==> config.mk <==
export PLATFORM = sky130hd
export DESIGN_NAME = nibble_serial_adder
export DESIGN_NICKNAME = d
export VERILOG_FILES = /design/src/rtl/nibble_serial_adder_pkg.sv /design/src/rtl/nibble_serial_adder_ripple.sv /design/src/rtl/nibble_serial_adder.sv
export SDC_FILE = /design/constraint.sdc
export NUM_CORES = 1
export LEC_CHECK = 0
export CAP_MARGIN = 15
export CORE_MARGIN = 10
export CORE_UTILIZATION = 47
export CTS_CLUSTER_DIAMETER = 80
export DETAILED_ROUTE_END_ITERATION = 7
export GPL_TIMING_DRIVEN = 1
export PLACE_DENSITY = 0.76
export SYNTH_ARGS = -nofsm -noshare
export SYNTH_HDL_FRONTEND = slang
export SYNTH_HIERARCHICAL = 1
export SYNTH_SLANG_ARGS = --single-unit
==> constraint.sdc <==
create_clock -name clk -period 2.1 [get_ports clk]
set_input_delay 0.42 -clock clk [delete_from_list [all_inputs] [get_ports clk]]
set_output_delay 0.42 -clock clk [all_outputs]
set_load 0.005 [all_outputs]
==> src/rtl/nibble_serial_adder_pkg.sv <==
// Shared definitions for nibble_serial_adder: FSM state type, the nibble
// width and a helper that turns an operand width into a nibble count.
package nsa_pkg;

    localparam int NIBBLE_W = 4;

    typedef enum logic [1:0] {
        IDLE = 2'd0,
        RUN  = 2'd1,
        DONE = 2'd2
    } nsa_state_t;

    function automatic int nib_count(input int width);
        return width / NIBBLE_W;
    endfunction

endpackage

==> src/rtl/nibble_serial_adder_ripple.sv <==
// RippleAdderFourBits: 4-bit ripple-carry slice used once per cycle by
// nibble_serial_adder. bp is the block-propagate term (all four bit
// positions propagate), used only when the prop_all feature is built in.
module RippleAdderFourBits
    import nsa_pkg::*;
(
    input  logic [NIBBLE_W-1:0] x,
    input  logic [NIBBLE_W-1:0] y,
    input  logic                ci,
    output logic [NIBBLE_W-1:0] s,
    output logic                co,
    output logic                bp
);

    logic [NIBBLE_W:0] c;

    // Bit-serial ripple through the four full adders of the slice.
    always_comb begin
        c    = '0;
        s    = '0;
        c[0] = ci;
        for (int i = 0; i < NIBBLE_W; i++) begin
            s[i]     = x[i] ^ y[i] ^ c[i];
            c[i + 1] = (x[i] & y[i]) | (c[i] & (x[i] ^ y[i]));
        end
    end

    assign co = c[NIBBLE_W];
    assign bp = &(x ^ y);

endmodule

==> src/rtl/nibble_serial_adder.sv <==
// nibble_serial_adder: WIDTH-bit adder that pushes one nibble per clock
// through a single 4-bit ripple slice, chaining the carry between cycles.
// Optional feature macro: PROP_ALL_EN adds the prop_all output (a^b all ones).
//
// Handshake: a transfer happens on a rising edge where valid and ready are
// both high. Input side: in_ready is high only in IDLE (and not in reset);
// a, b and cin are captured on the accepting edge. Output side: out_valid is
// high only in DONE, sum/cout are stable for as long as out_valid is high,
// and the result is dropped on the edge where out_ready is seen. in_ready
// and out_valid decode the state register only; out_ready never reaches
// in_ready combinationally.
module nibble_serial_adder
    import nsa_pkg::*;
#(
    parameter int WIDTH = 16
) (
    input  logic             clk,
    input  logic             rst_n,
    input  logic             in_valid,
    output logic             in_ready,
    input  logic [WIDTH-1:0] a,
    input  logic [WIDTH-1:0] b,
    input  logic             cin,
    output logic             out_valid,
    input  logic             out_ready,
    output logic [WIDTH-1:0] sum,
    output logic             cout,
    output logic             busy,
`ifdef PROP_ALL_EN
    output logic             prop_all,
`endif
    output logic [1:0]       state_dbg
);

    localparam int NIB   = nib_count(WIDTH);
    localparam int IDX_W = (NIB > 1) ? $clog2(NIB) : 1;

    if (((WIDTH % NIBBLE_W) != 0) || (WIDTH < NIBBLE_W)) begin : g_bad_width
        $error("nibble_serial_adder: WIDTH must be a multiple of 4 and at least 4");
    end

    nsa_state_t           state;
    nsa_state_t           state_d;
    logic [WIDTH-1:0]     opa;
    logic [WIDTH-1:0]     opb;
    logic                 carry;
    logic [IDX_W-1:0]     idx;
    logic [WIDTH-1:0]     sum_q;
    logic                 cout_q;
    logic [WIDTH-1:0]     res_full;
    logic [NIBBLE_W-1:0]  slice_sum;
    logic                 slice_co;
    logic                 last;

    assign last = (idx == IDX_W'(NIB - 1));

    // Per-cycle slice: low nibble of each shifted operand plus the chained carry.
`ifdef PROP_ALL_EN
    logic slice_bp;
    RippleAdderFourBits u_slice (
        .x  (opa[NIBBLE_W-1:0]),
        .y  (opb[NIBBLE_W-1:0]),
        .ci (carry),
        .s  (slice_sum),
        .co (slice_co),
        .bp (slice_bp)
    );
`else
    RippleAdderFourBits u_slice (
        .x  (opa[NIBBLE_W-1:0]),
        .y  (opb[NIBBLE_W-1:0]),
        .ci (carry),
        .s  (slice_sum),
        .co (slice_co),
        .bp ()
    );
`endif

    // Partial-result shift register. Only the upper WIDTH-4 bits are kept:
    // the nibble entering this cycle comes straight from the slice, so the
    // full sum is {slice_sum, res} on the last RUN cycle.
    if (NIB > 1) begin : g_res
        logic [WIDTH-NIBBLE_W-1:0] res;

        assign res_full = {slice_sum, res};

        // Shift each new slice nibble in from the top while running.
        always_ff @(posedge clk) begin
            if (!rst_n) begin
                res <= '0;
            end else if (state == RUN) begin
                res <= res_full[WIDTH-1:NIBBLE_W];
            end
        end
    end else begin : g_res_single
        assign res_full = slice_sum;
    end

    // State register.
    always_ff @(posedge clk) begin
        if (!rst_n) begin
            state <= IDLE;
        end else begin
            state <= state_d;
        end
    end

    // Next-state decode.
    always_comb begin
        state_d = state;
        case (state)
            IDLE:    if (in_valid)  state_d = RUN;
            RUN:     if (last)      state_d = DONE;
            DONE:    if (out_ready) state_d = IDLE;
            default:                state_d = IDLE;
        endcase
    end

    // Operand capture, nibble sequencing, carry chaining and result latch.
    always_ff @(posedge clk) begin
        if (!rst_n) begin
            opa    <= '0;
            opb    <= '0;
            carry  <= 1'b0;
            idx    <= '0;
            sum_q  <= '0;
            cout_q <= 1'b0;
        end else begin
            case (state)
                IDLE: begin
                    if (in_valid) begin
                        opa   <= a;
                        opb   <= b;
                        carry <= cin;
                        idx   <= '0;
                    end
                end
                RUN: begin
                    carry <= slice_co;
                    opa   <= opa >> NIBBLE_W;
                    opb   <= opb >> NIBBLE_W;
                    idx   <= idx + 1'b1;
                    if (last) begin
                        sum_q  <= res_full;
                        cout_q <= slice_co;
                    end
                end
                default: ;
            endcase
        end
    end

`ifdef PROP_ALL_EN
    logic prop_acc;
    logic prop_q;

    // AND-accumulate the per-nibble block propagate; publish it with the sum.
    always_ff @(posedge clk) begin
        if (!rst_n) begin
            prop_acc <= 1'b0;
            prop_q   <= 1'b0;
        end else begin
            if (state == IDLE && in_valid) begin
                prop_acc <= 1'b1;
            end else if (state == RUN) begin
                prop_acc <= prop_acc & slice_bp;
                if (last) begin
                    prop_q <= prop_acc & slice_bp;
                end
            end
        end
    end

    assign prop_all = prop_q;
`endif

    assign in_ready  = (state == IDLE) && rst_n;
    assign out_valid = (state == DONE);
    assign busy      = (state == RUN) || (state == DONE);
    assign sum       = sum_q;
    assign cout      = cout_q;
    assign state_dbg = state;

endmodule

* Yosys cells after proc, flatten, opt, wreduce, memory -nomap -nowiden *
Cells that the tools add are included.

storage, ports and cells
  bits in registers = 66
  bits in latches = 0
  bits in writable memories = 0
  bits in read-only memories = 0
  input bits = 37
  output and inout port bits = 22
  word-level logic and storage cells = 54
  memories = 0

cells by class
  add/subtract/negate cells = 1
  $mul = 0
  divide/modulo/power cells = 0
  $lt $le $gt $ge = 0
  eq/ne operators = 6
  shift operators = 0
  mux-type cells = 12
  bitwise logic cells = 20
  reductions and logical operators = 7

operator list
  operator                                                                 count
  16-bit case mux with 2 select lines                                      2
  16-bit two-way mux                                                       2
  1-bit AND                                                                8
  2-bit two-way mux                                                        4
  1-bit XOR                                                                8
  2-bit case mux with 3 select lines                                       1
  2-bit equality test, second input constant                               2
  2-bit inequality test, second input constant                             2
  1-bit OR                                                                 4
  2-bit case mux with 2 select lines                                       1
  2-bit AND reduction                                                      2
  3-bit AND reduction                                                      1
  2-bit by 1-bit adder with 2-bit output, second input constant            1
  2-bit by 1-bit equality test with 1-bit output, second input constant    1
  2-bit logical NOT                                                        1
  2-bit by 1-bit inequality test with 1-bit output, second input constant  1
  1-bit case mux with 2 select lines                                       1
  2-bit nonzero test                                                       1
  1-bit logical AND                                                        1
  1-bit logical OR                                                         1
  1-bit two-way mux                                                        1

* Logic depth before layout (Yosys ltp) *
Gate-level depths: netlist of the first run.

  depth after elaboration = 10
  mapped depth = 11
  gate-level depth less buffers = 11

* By module *
The synthesis of the first run kept the hierarchy.

modules (own cells, without submodules)
  module               instances  cells each  area each (µm²)  seq. area each (µm²)
  nibble_serial_adder  1          297         2,919.0          1,321.3
  RippleAdderFourBits  1          19          176.4            0.0

* Least setup slack after synthesis of the first run *
No wires, ideal clock.

  kind = reg-to-reg
  start point = reg opb[0]
  end point = reg sum_q[15] (netlist: sum[15])
  setup time = 0.076 ns
  arrival = 2.006 ns
  required time = 2.024 ns
  setup slack = 0.019 ns
  stages on the path, launching flop included = 11
  path buffers = 0
  period minus slack after synthesis = 2.081 ns
  cell sequence = dfxtp_1 -> fa_1 -> inv_1 -> fa_1 -> inv_1 -> fa_1 -> inv_1 -> fa_1 -> inv_1 -> nand2_1 -> a21boi_0

between the ends
  cells in the longest elaborated chain, start to end = 8
  elaborated cells between the ends (all ways) = 9
  classes of those cells = 9 x bitwise

ends and longest elaborated chain
  item                    RTL line                          source
  start, declared         nibble_serial_adder.sv:45         logic [WIDTH-1:0] opb;
  start signal, assigned  nibble_serial_adder.sv:141        opb <= opb >> NIBBLE_W;
  1-bit XOR               nibble_serial_adder_ripple.sv:24  c[i + 1] = (x[i] & y[i]) | (c[i] & (x[i] ^ y[i]));
  1-bit AND               nibble_serial_adder_ripple.sv:24
  1-bit OR *              nibble_serial_adder_ripple.sv:24
  1-bit AND *             nibble_serial_adder_ripple.sv:24
  1-bit OR *              nibble_serial_adder_ripple.sv:24
  1-bit AND *             nibble_serial_adder_ripple.sv:24
  1-bit OR *              nibble_serial_adder_ripple.sv:24
  1-bit XOR *             nibble_serial_adder_ripple.sv:23  s[i] = x[i] ^ y[i] ^ c[i];
  net slice_sum[3]        nibble_serial_adder.sv:51         logic [NIBBLE_W-1:0] slice_sum;
  end signal, assigned    nibble_serial_adder.sv:144        sum_q <= res_full;
  end, declared           nibble_serial_adder.sv:48         logic [WIDTH-1:0] sum_q;

Mark *: on every way through the listed nets, which the timed path passes. The rest lies on a longest branch.
A chain may end at the register's enable or synchronous reset.

* Worst setup path in the final report of the first run *
  start point = reg carry
  end point = reg g_res.res[11]

between the ends
  cells in the longest elaborated chain, start to end = 7

ends and longest elaborated chain
  item                    RTL line                          source
  start, declared         nibble_serial_adder.sv:46         logic carry;
  start signal, assigned  nibble_serial_adder.sv:134        carry <= cin;
  start signal, assigned  nibble_serial_adder.sv:139        carry <= slice_co;
  1-bit AND               nibble_serial_adder_ripple.sv:24
  1-bit OR                nibble_serial_adder_ripple.sv:24
  1-bit AND               nibble_serial_adder_ripple.sv:24
  1-bit OR                nibble_serial_adder_ripple.sv:24
  1-bit AND               nibble_serial_adder_ripple.sv:24
  1-bit OR                nibble_serial_adder_ripple.sv:24
  1-bit XOR               nibble_serial_adder_ripple.sv:23
  net slice_sum[3]        nibble_serial_adder.sv:51
  end signal, assigned    nibble_serial_adder.sv:92         res <= res_full[WIDTH-1:NIBBLE_W];
  end, declared           nibble_serial_adder.sv:83         logic [WIDTH-NIBBLE_W-1:0] res;

The timed path passes the listed nets, and every way through them passes these cells.

==> impl_metrics.json, run 1 <==
{
  "hold_path_class": "in -> reg",
  "leakage_nw": 1.673,
  "tritoncts": "done",
  "h-tree-depth": 3,
  "cp_max_fo": 2,
  "setup_viol": 0,
  "viasPerCell": 5.152,
  "worstSetupStartpointType": "flop",
  "port_buffers": 58,
  "first_pass_iters": 4,
  "die_y_um": 100.4,
  "die_area_sq_mm": 0.01008,
  "grt_antenna_before_repair": 0,
  "cts_buffer_depth": 2,
  "wl_per_cell_um": 14.38,
  "fill_cells": 559,
  "crit_required_ps": 2380,
  "grt_pass1_vias": 2316,
  "tightest_slew_ps": 598.0,
  "cp_data_arrival_time_ps": 2360,
  "area_growth_syn_to_layout_pct": 26.95,
  "place_ws_ps": -88.55,
  "drt-total-wl_mm": 6.428,
  "grt_usage_pct": 13.10,
  "max_freq_ghz": 0.4816,
  "clock_sinks": 66,
  "core_area_sq_mm": 0.006314,
  "synth_area_per_cell_sq_um": 9.764,
  "period_share_pct": 98.88,
  "drtAntennaViolNets": 0,
  "power.density_mw_per_mm2": 969.5,
  "cp-end-kind": "flop",
  "place_congestion": 0.7864,
  "grt_overflow_total": 0,
  "final_hold_viol_count": 0,
  "slew_headroom_pct": 60.13,
  "drc": 0,
  "cts_buffers": 9,
  "diodes": 0,
  "maxSlewViolCount": 0,
  "drive_gt1_share_pct": 11.35,
  "die_w_um": 100.4,
  "status": "complete, no violations",
  "setup_ws_ps": 23.62,
  "grt_first_pass_wirelength_mm": 10.82,
  "drt-initial-drc-count": 138,
  "yosys_warnings": 6,
  "skew_ps": 6.768,
  "num_rows": 29,
  "rsz0062_at_grt": "true",
  "via_count": 2303,
  "cts-root-buf": "clkbuf_8",
  "grt_max_degree": 68,
  "design_power_total_w": 0.003737,
  "postLayoutCoreUtil_pct": 61.06,
  "syn_nets": 356,
  "initial_core_util_pct": 48.10,
  "synth_cells": 311,
  "ios": 59,
  "fin_nets": 410,
  "drv_cap": 0,
  "vdd_drop_max_v": 0.0005612,
  "clk_pin_slew_ps": 70,
  "synth_area_sq_mm": 0.003037,
  "path_class": "reg -> reg",
  "min_period_ps": 2076,
  "dp_hpwl_mm": 4.601,
  "clock_latency_ps": 340
}
## critical path, stage by stage, from the launching register on
cell	delay, ps
dfxtp_2	330
fa_2	380
inv_2	60
fa_2	180
inv_2	40
fa_2	320
inv_2	60
fa_1	400
inv_1	80
mux2i_1	70
nor2b_1	100
## state kept, by name, summed over array words and instances (netlist names)
signal,cells
sum,16
carry,1
cout,1
g_res.res,12
idx,2
opa,16
opb,16
state_dbg,2
## report_power, final
part	switching [W]	leakage, nW	internal, W	total (W)
Clock	0.000497	0.112	0.000702	0.00120
Combinational	0.000500	1.02	0.000501	0.00100
Sequential	0.000113	0.541	0.00142	0.00154
## worst paths after layout
path           from       endpoint  slack, ps  depth (start not counted)
max           carry  g_res.res[11]         20                         10
min           rst_n   state_dbg[0]        460                          3
max reg2reg   carry  g_res.res[11]         20                         10
min reg2reg  sum[3]         sum[3]        460                          2
## area by class of cell
type	count	area [sq um]	share of cell area, %
multi-input cells	209	1514	39.27
flip-flops and latches	66	1326	34.40
repair buffers	67	645.6	16.75
clock buffers	10	137.6	3.570
well taps	77	96.34	2.499
clock inverters	6	90.09	2.337
inverters	12	45.04	1.168
## repair_timing
| item | in CTS | in global routing |
|---|---|---|
| cloned | 0 | 0 |
| endpoints found under the setup margin | 4 | 5 |
| gates resized for setup | 8 | 6 |
| buffers inserted | 1 | 0 |
| pin swaps | 1 | 0 |
| hold buffers | 0 | 0 |
## cell usage in the layout (no fill, tap or decap)
cell type         n
dfxtp_2           4
fa_2              3
mux2_4            1
buf_2             1
a31oi_1           8
o221a_2           1
fa_1              1
dlymetal6s2s_1    1
clkbuf_8         10
nand4b_1          1
mux2i_1          38
inv_2             4
a32oi_1           1
nand2_1          70
nand2_2           1
clkinvlp_4        1
and3_1            1
dfxtp_1          62
a41o_1            1
inv_1             8
clkinv_2          1
o211a_1          25
clkinv_4          2
and2b_1           4
ha_2              2
and2_1            2
nand2b_1          4
clkdlybuf4s50_1  56
bufinv_16         2
nor2b_1          16
ha_1              2
buf_4             9
o22ai_1           7
a21boi_1          1
nand3b_1          1
a21boi_0         18
## stage by stage
| stage | instances | hold slack (ps) | TNS (ps) | instance area, sq um |
|---|---|---|---|---|
| floorplan | 311 | 440.2 | 0 | 3037 |
| global placement | 430 | 451.7 | -19.84 | 3602 |
| detailed placement | 430 | 458.0 | -164.3 | 3602 |
| CTS | 447 | 462.1 | 0 | 3850 |
| global route | 447 | 489.8 | -172.0 | 3855 |
| finish | 447 | 462.2 | 0 | 3855 |
## metal layers
| layer | vias to the layer above | GRT usage, % | wire, um |
|---|---|---|---|
| met5 | - | 0 | 0 |
| met4 | 0 | 7.391 | 124 |
| met3 | 11 | 4.121 | 423 |
| met2 | 55 | 19.24 | 2890 |
| met1 | 1066 | 16.54 | 2990 |
| li1 | 1171 | - | - |
No activity file was read; power rests on OpenSTA's default activity.
==> run 2: changes to the inputs <==
--- a/config.mk
+++ b/config.mk
@@ -5,13 +5,16 @@
 export SDC_FILE = /design/constraint.sdc
 export NUM_CORES = 1
 export LEC_CHECK = 0
+export ABC_AREA = 1
 export CAP_MARGIN = 15
 export CORE_MARGIN = 10
-export CORE_UTILIZATION = 47
+export CORE_UTILIZATION = 46
+export CTS_BUF_LIST = sky130_fd_sc_hd__clkbuf_4 sky130_fd_sc_hd__clkbuf_8 sky130_fd_sc_hd__clkbuf_16
 export CTS_CLUSTER_DIAMETER = 80
 export DETAILED_ROUTE_END_ITERATION = 7
 export GPL_TIMING_DRIVEN = 1
-export PLACE_DENSITY = 0.76
+export PLACE_DENSITY = 0.75
+export SKIP_LAST_GASP = 1
 export SYNTH_ARGS = -nofsm -noshare
 export SYNTH_HDL_FRONTEND = slang
 export SYNTH_HIERARCHICAL = 1
==> impl_metrics.json, run 2 <==
{
  "status": "complete, no violations",
  "clock_latency_ps": 340,
  "vdd_drop_max_v": 0.0004513,
  "path_class": "reg -> reg",
  "dp_cells": 517,
  "worstReg2RegEnd": "sum[15]",
  "final_cell_count_no_fill": 533,
  "hold_buffers": 0,
  "crit_required_ps": 2380,
  "first_pass_iters": 4,
  "holdWs_ps": 468.2,
  "skew_ps": 4.956,
  "power.density_mw_per_mm2": 943.2,
  "area_growth_syn_to_layout_pct": 29.46,
  "via_count": 2570,
  "period_share_pct": 97.69,
  "viasPerCell": 4.822,
  "num_rows": 28,
  "grt_overflow_total": 0,
  "syn_nets": 448,
  "whs_endpoint": "opa[12]",
  "multi_input_area_sq_mm": 0.001348,
  "drt-total-wl_mm": 6.491,
  "clock_sinks": 66,
  "yosys_warnings": 6,
  "wl_per_cell_um": 12.18,
  "die_area_sq_mm": 0.009881,
  "fin_nets": 498,
  "max_freq_ghz": 0.4875,
  "drv_cap": 0,
  "ios": 59,
  "drtAntennaViolNets": 0,
  "clk_pin_slew_ps": 70,
  "initial_core_util_pct": 48.13,
  "worstSetupStartpointType": "flop",
  "fill_cells": 578,
  "cts-root-buf": "clkbuf_8",
  "maxSlewViolCount": 0,
  "cts_setup_buffers": 0,
  "grt_antenna_before_repair": 0,
  "cts_buffers": 9,
  "dp_hpwl_mm": 4.439,
  "tritoncts": "done",
  "rr_startpoint": "opb[0]",
  "min_path_cells": 2,
  "cts_buffer_depth": 2,
  "grt_usage_pct": 13.33,
  "core_area_sq_mm": 0.006026,
  "cp_max_fo": 2,
  "synth_area_sq_mm": 0.002900,
  "cp_data_arrival_time_ps": 2340,
  "hold_path_class": "reg -> reg",
  "final_hold_viol_count": 0,
  "port_buffers": 58,
  "diodes": 0,
  "synth_area_per_cell_sq_um": 7.197,
  "grt_pass1_vias": 2516,
  "grt_first_pass_wirelength_mm": 11.12,
  "tightest_slew_ps": 483.7,
  "min_period_ps": 2051,
  "regArea_sq_mm": 0.001324,
  "leakage_nw": 1.639,
  "mostFrequentLayoutCells": "nor2_1, nand2_1, dfxtp_1",
  "mostFrequentLayoutCell": "nor2_1",
  "die_w_um": 99.41,
  "drive_gt1_share_pct": 8.952,
  "r2r_setup_slack_ps": 50,
  "place_congestion": 0.8244,
  "synth_cells": 403,
  "hold_path.startpoint": "opa[12]",
  "h-tree-depth": 3,
  "drc": 0,
  "setup_viol": 0,
  "drt-initial-drc-count": 126,
  "ff2ff_path_depth": 10,
  "die_y_um": 99.41,
  "grt_max_degree": 55,
  "rsz0062_at_grt": "true",
  "slew_headroom_pct": 67.72,
  "cp-end-kind": "flop"
}
==> run 2: metal layers <==
| layer | GRT usage, % | routed length [um] |
|---|---|---|
| met5 | 0 | 0 |
| met3 | 4.706 | 444 |
| met2 | 22.29 | 3041 |
| met4 | 6.836 | 117 |
| met1 | 14.57 | 2886 |
==> run 2: repair_timing <==
action	CTS	global route
setup endpoints to repair	2	4
pin swaps	4	4
resized for setup	8	2
==> run 2: critical path, cell delays in order (launching register included) <==
cell,delay (ps)
dfxtp_2,330
fa_2,380
inv_2,60
fa_2,160
inv_1,50
fa_2,330
inv_2,60
fa_1,390
inv_1,80
o21ai_1,60
nor2_1,90
==> run 2: metrics by stage <==
stage | utilization, % | cell area [sq um] | total power [W] | setup slack [ps] | TNS, ps
2_1_floorplan | - | 2900 | 0.001948 | 52.34 | 0
3_3_place_gp | 57.37 | 3457 | 0.002090 | -3.719 | -3.719
3_5_place_dp | 57.37 | 3457 | 0.002105 | -48.42 | -48.42
4_1_cts | 62.11 | 3742 | 0.003552 | 4.442 | 0
5_1_grt | 62.31 | 3755 | 0.003713 | -66.83 | -78.04
6_report | 62.31 | 3755 | 0.003542 | 48.52 | 0
==> run 2: final cells by class <==
| class | count | share of cell area [%] |
|---|---|---|
| multi-input combinational | 292 | 35.89 |
| clock buffer | 10 | 3.665 |
| sequential | 66 | 35.25 |
| inverter | 21 | 2.233 |
| tap | 75 | 2.499 |
| timing repair buffer | 63 | 16.79 |
| clock inverter | 6 | 3.665 |
==> run 2: power by group <==
part / leakage (nW) / switching, W / internal, W
combinational: 0.961 / 0.000381 / 0.000262
clock: 0.137 / 0.000502 / 0.000945
sequential: 0.541 / 0.0000702 / 0.00138
total: 1.64 / 0.000954 / 0.00259
==> run 2: worst max path at each step <==
stage,from,end,depth (start not counted)
finish,opb[0],sum[15],10
global route,opb[0],sum[15],10
CTS,carry,sum[15],10
detailed placement,opb[0],sum[15],10
global placement,opb[0],sum[15],10
floorplan,opb[0],sum[15],10
==> run 3: changes to the inputs <==
--- a/config.mk
+++ b/config.mk
@@ -13,9 +13,11 @@
 export CTS_CLUSTER_DIAMETER = 80
 export DETAILED_ROUTE_END_ITERATION = 7
 export GPL_TIMING_DRIVEN = 1
+export MAX_ROUTING_LAYER = met4
 export PLACE_DENSITY = 0.75
 export SKIP_LAST_GASP = 1
 export SYNTH_ARGS = -nofsm -noshare
 export SYNTH_HDL_FRONTEND = slang
 export SYNTH_HIERARCHICAL = 1
 export SYNTH_SLANG_ARGS = --single-unit
+export TNS_END_PERCENT = 5
==> impl_metrics.json, run 3 (synthesis gave the netlist of run 2 again) <==
{
  "clock_sinks": 66,
  "diodes": 0,
  "mostFrequentLayoutCells": "nor2_1, nand2_1, dfxtp_1",
  "status": "complete, no violations",
  "drtAntennaViolNets": 0,
  "leakage_nw": 1.638,
  "tritoncts": "done",
  "clk_pin_slew_ps": 70,
  "cts_buffer_depth": 2,
  "tightest_slew_ps": 484.3,
  "place_congestion": 0.8368,
  "post_dp_cell_area_sq_mm": 0.003457,
  "path_cells": "fa_2 -> inv_2 -> fa_2 -> inv_1 -> fa_2 -> inv_2 -> fa_1 -> inv_1 -> o21ai_1 -> nor2_1",
  "grt_first_pass_wirelength_mm": 11.12,
  "min_path_cells": 2,
  "hold_path_class": "reg -> reg",
  "worstReg2RegEnd": "sum[15]",
  "core_area_sq_mm": 0.006026,
  "place_ws_ps": -48.42,
  "area_growth_syn_to_layout_pct": 29.12,
  "hold_path.startpoint": "opa[12]",
  "die_w_um": 99.41,
  "grt_usage_pct": 13.72,
  "max_freq_ghz": 0.4878,
  "cts-root-buf": "clkbuf_8",
  "grt_max_degree": 55,
  "ff2ff_path_depth": 10,
  "h-tree-depth": 3,
  "grt_pass1_vias": 2515,
  "drt-total-wl_mm": 6.496,
  "cp_data_arrival_time_ps": 2330,
  "port_buffers": 58,
  "crit_required_ps": 2380,
  "skew_ps": 5.347,
  "r2r_setup_slack_ps": 50,
  "wl_per_cell_um": 12.19,
  "die_area_sq_mm": 0.009881,
  "grt_overflow_total": 0,
  "final_area_sq_mm": 0.003745,
  "drive_gt1_share_pct": 8.952,
  "setup_viol": 0,
  "drv_cap": 0,
  "cts_setup_buffers": 0,
  "vdd_drop_max_v": 0.0004505,
  "postLayoutCoreUtil_pct": 62.15,
  "cp_max_fo": 2,
  "viasPerCell": 4.812,
  "path_class": "reg -> reg",
  "cp_slowest_stage_delay_ps": 390,
  "cp-end-kind": "flop",
  "die_y_um": 99.41,
  "grt_antenna_before_repair": 0,
  "drc": 0,
  "mostFrequentLayoutCell": "nor2_1",
  "clock_latency_ps": 340,
  "cts_buffers": 9,
  "dp_hpwl_mm": 4.439,
  "ios": 59,
  "rsz0062_at_grt": "true",
  "num_rows": 28,
  "via_count": 2565,
  "fin_nets": 498,
  "initial_core_util_pct": 48.13,
  "worstSetupStartpointType": "flop",
  "min_period_ps": 2050,
  "path_common_cell": "fa_2",
  "hold_buffers": 0,
  "rr_startpoint": "opb[0]",
  "power.density_mw_per_mm2": 943.3,
  "fin_tns_setup_ps": 0,
  "period_share_pct": 97.61,
  "final_hold_viol_count": 0,
  "setup_ws_ps": 50.14,
  "slew_headroom_pct": 67.68,
  "worst_path_max_delay_cell": "fa_1",
  "whs_endpoint": "opa[12]",
  "first_pass_iters": 4,
  "drt-initial-drc-count": 138,
  "maxSlewViolCount": 0
}
run 3: cell counts in the layout (fill, tap and decap cells not counted):
No cell type changed its count.
run 3: worst max-delay path, delay by kind of cell (launching register included):
family | cells | cell delay (ps)
AO/OA/AOI/OAI | 1 | 60
adder cells (fa/ha/maj) | 4 | 1250
buffers and inverters | 4 | 250
flip-flops | 1 | 330
AND/OR/NAND/NOR | 1 | 90
run 3: per-layer routing:
| layer | vias up | share of wire, % | global-route usage [%] |
|---|---|---|---|
| met5 | - | 0 | - |
| met4 | 0 | 1.8 | 6.836 |
| met3 | 9 | 5.7 | 4.083 |
| met2 | 57 | 47 | 22.34 |
| met1 | 1146 | 46 | 14.93 |
| li1 | 1353 | - | - |
run 3: where the power goes:
group	switching (W)	internal (W)
registers	0.0000703	0.00138
logic	0.000380	0.000259
clock network	0.000498	0.000945
total	0.000948	0.00258
run 3: cell type report:
class / count / area, sq um
fill: 579 / 2281
multi-input combinational: 292 / 1338
sequential: 66 / 1324
timing repair buffer: 63 / 630.6
clock buffer: 10 / 137.6
clock inverter: 6 / 137.6
tap: 75 / 93.84
inverter: 21 / 83.83
run 3: what timing repair did:
action / CTS / global route
gates resized for setup: 8 / 1
pin swaps: 4 / 3
setup endpoints to repair: 2 / 4
gates cloned: 0 / 0
run 3: how the worst max path moves through the flow:
stage	depth (start not counted)	to	start	slack, ps
2_1_floorplan	10	sum[15]	opb[0]	50
3_3_place_gp	10	sum[15]	opb[0]	-4
3_5_place_dp	10	sum[15]	opb[0]	-50
4_1_cts	10	sum[15]	carry	4
5_1_grt	10	sum[15]	opb[0]	-70
6_report	10	sum[15]	opb[0]	50
run 3: through the flow:
stage / hold WS [ps] / cells / total power (W)
final: 467.5 / 533 / 0.003532
after CTS: 470.4 / 533 / 0.003552
after global routing: 492.9 / 533 / 0.003708
after global placement: 452.0 / 517 / 0.002090
after floorplan: 442.7 / 403 / 0.001948
after detailed placement: 459.4 / 517 / 0.002105
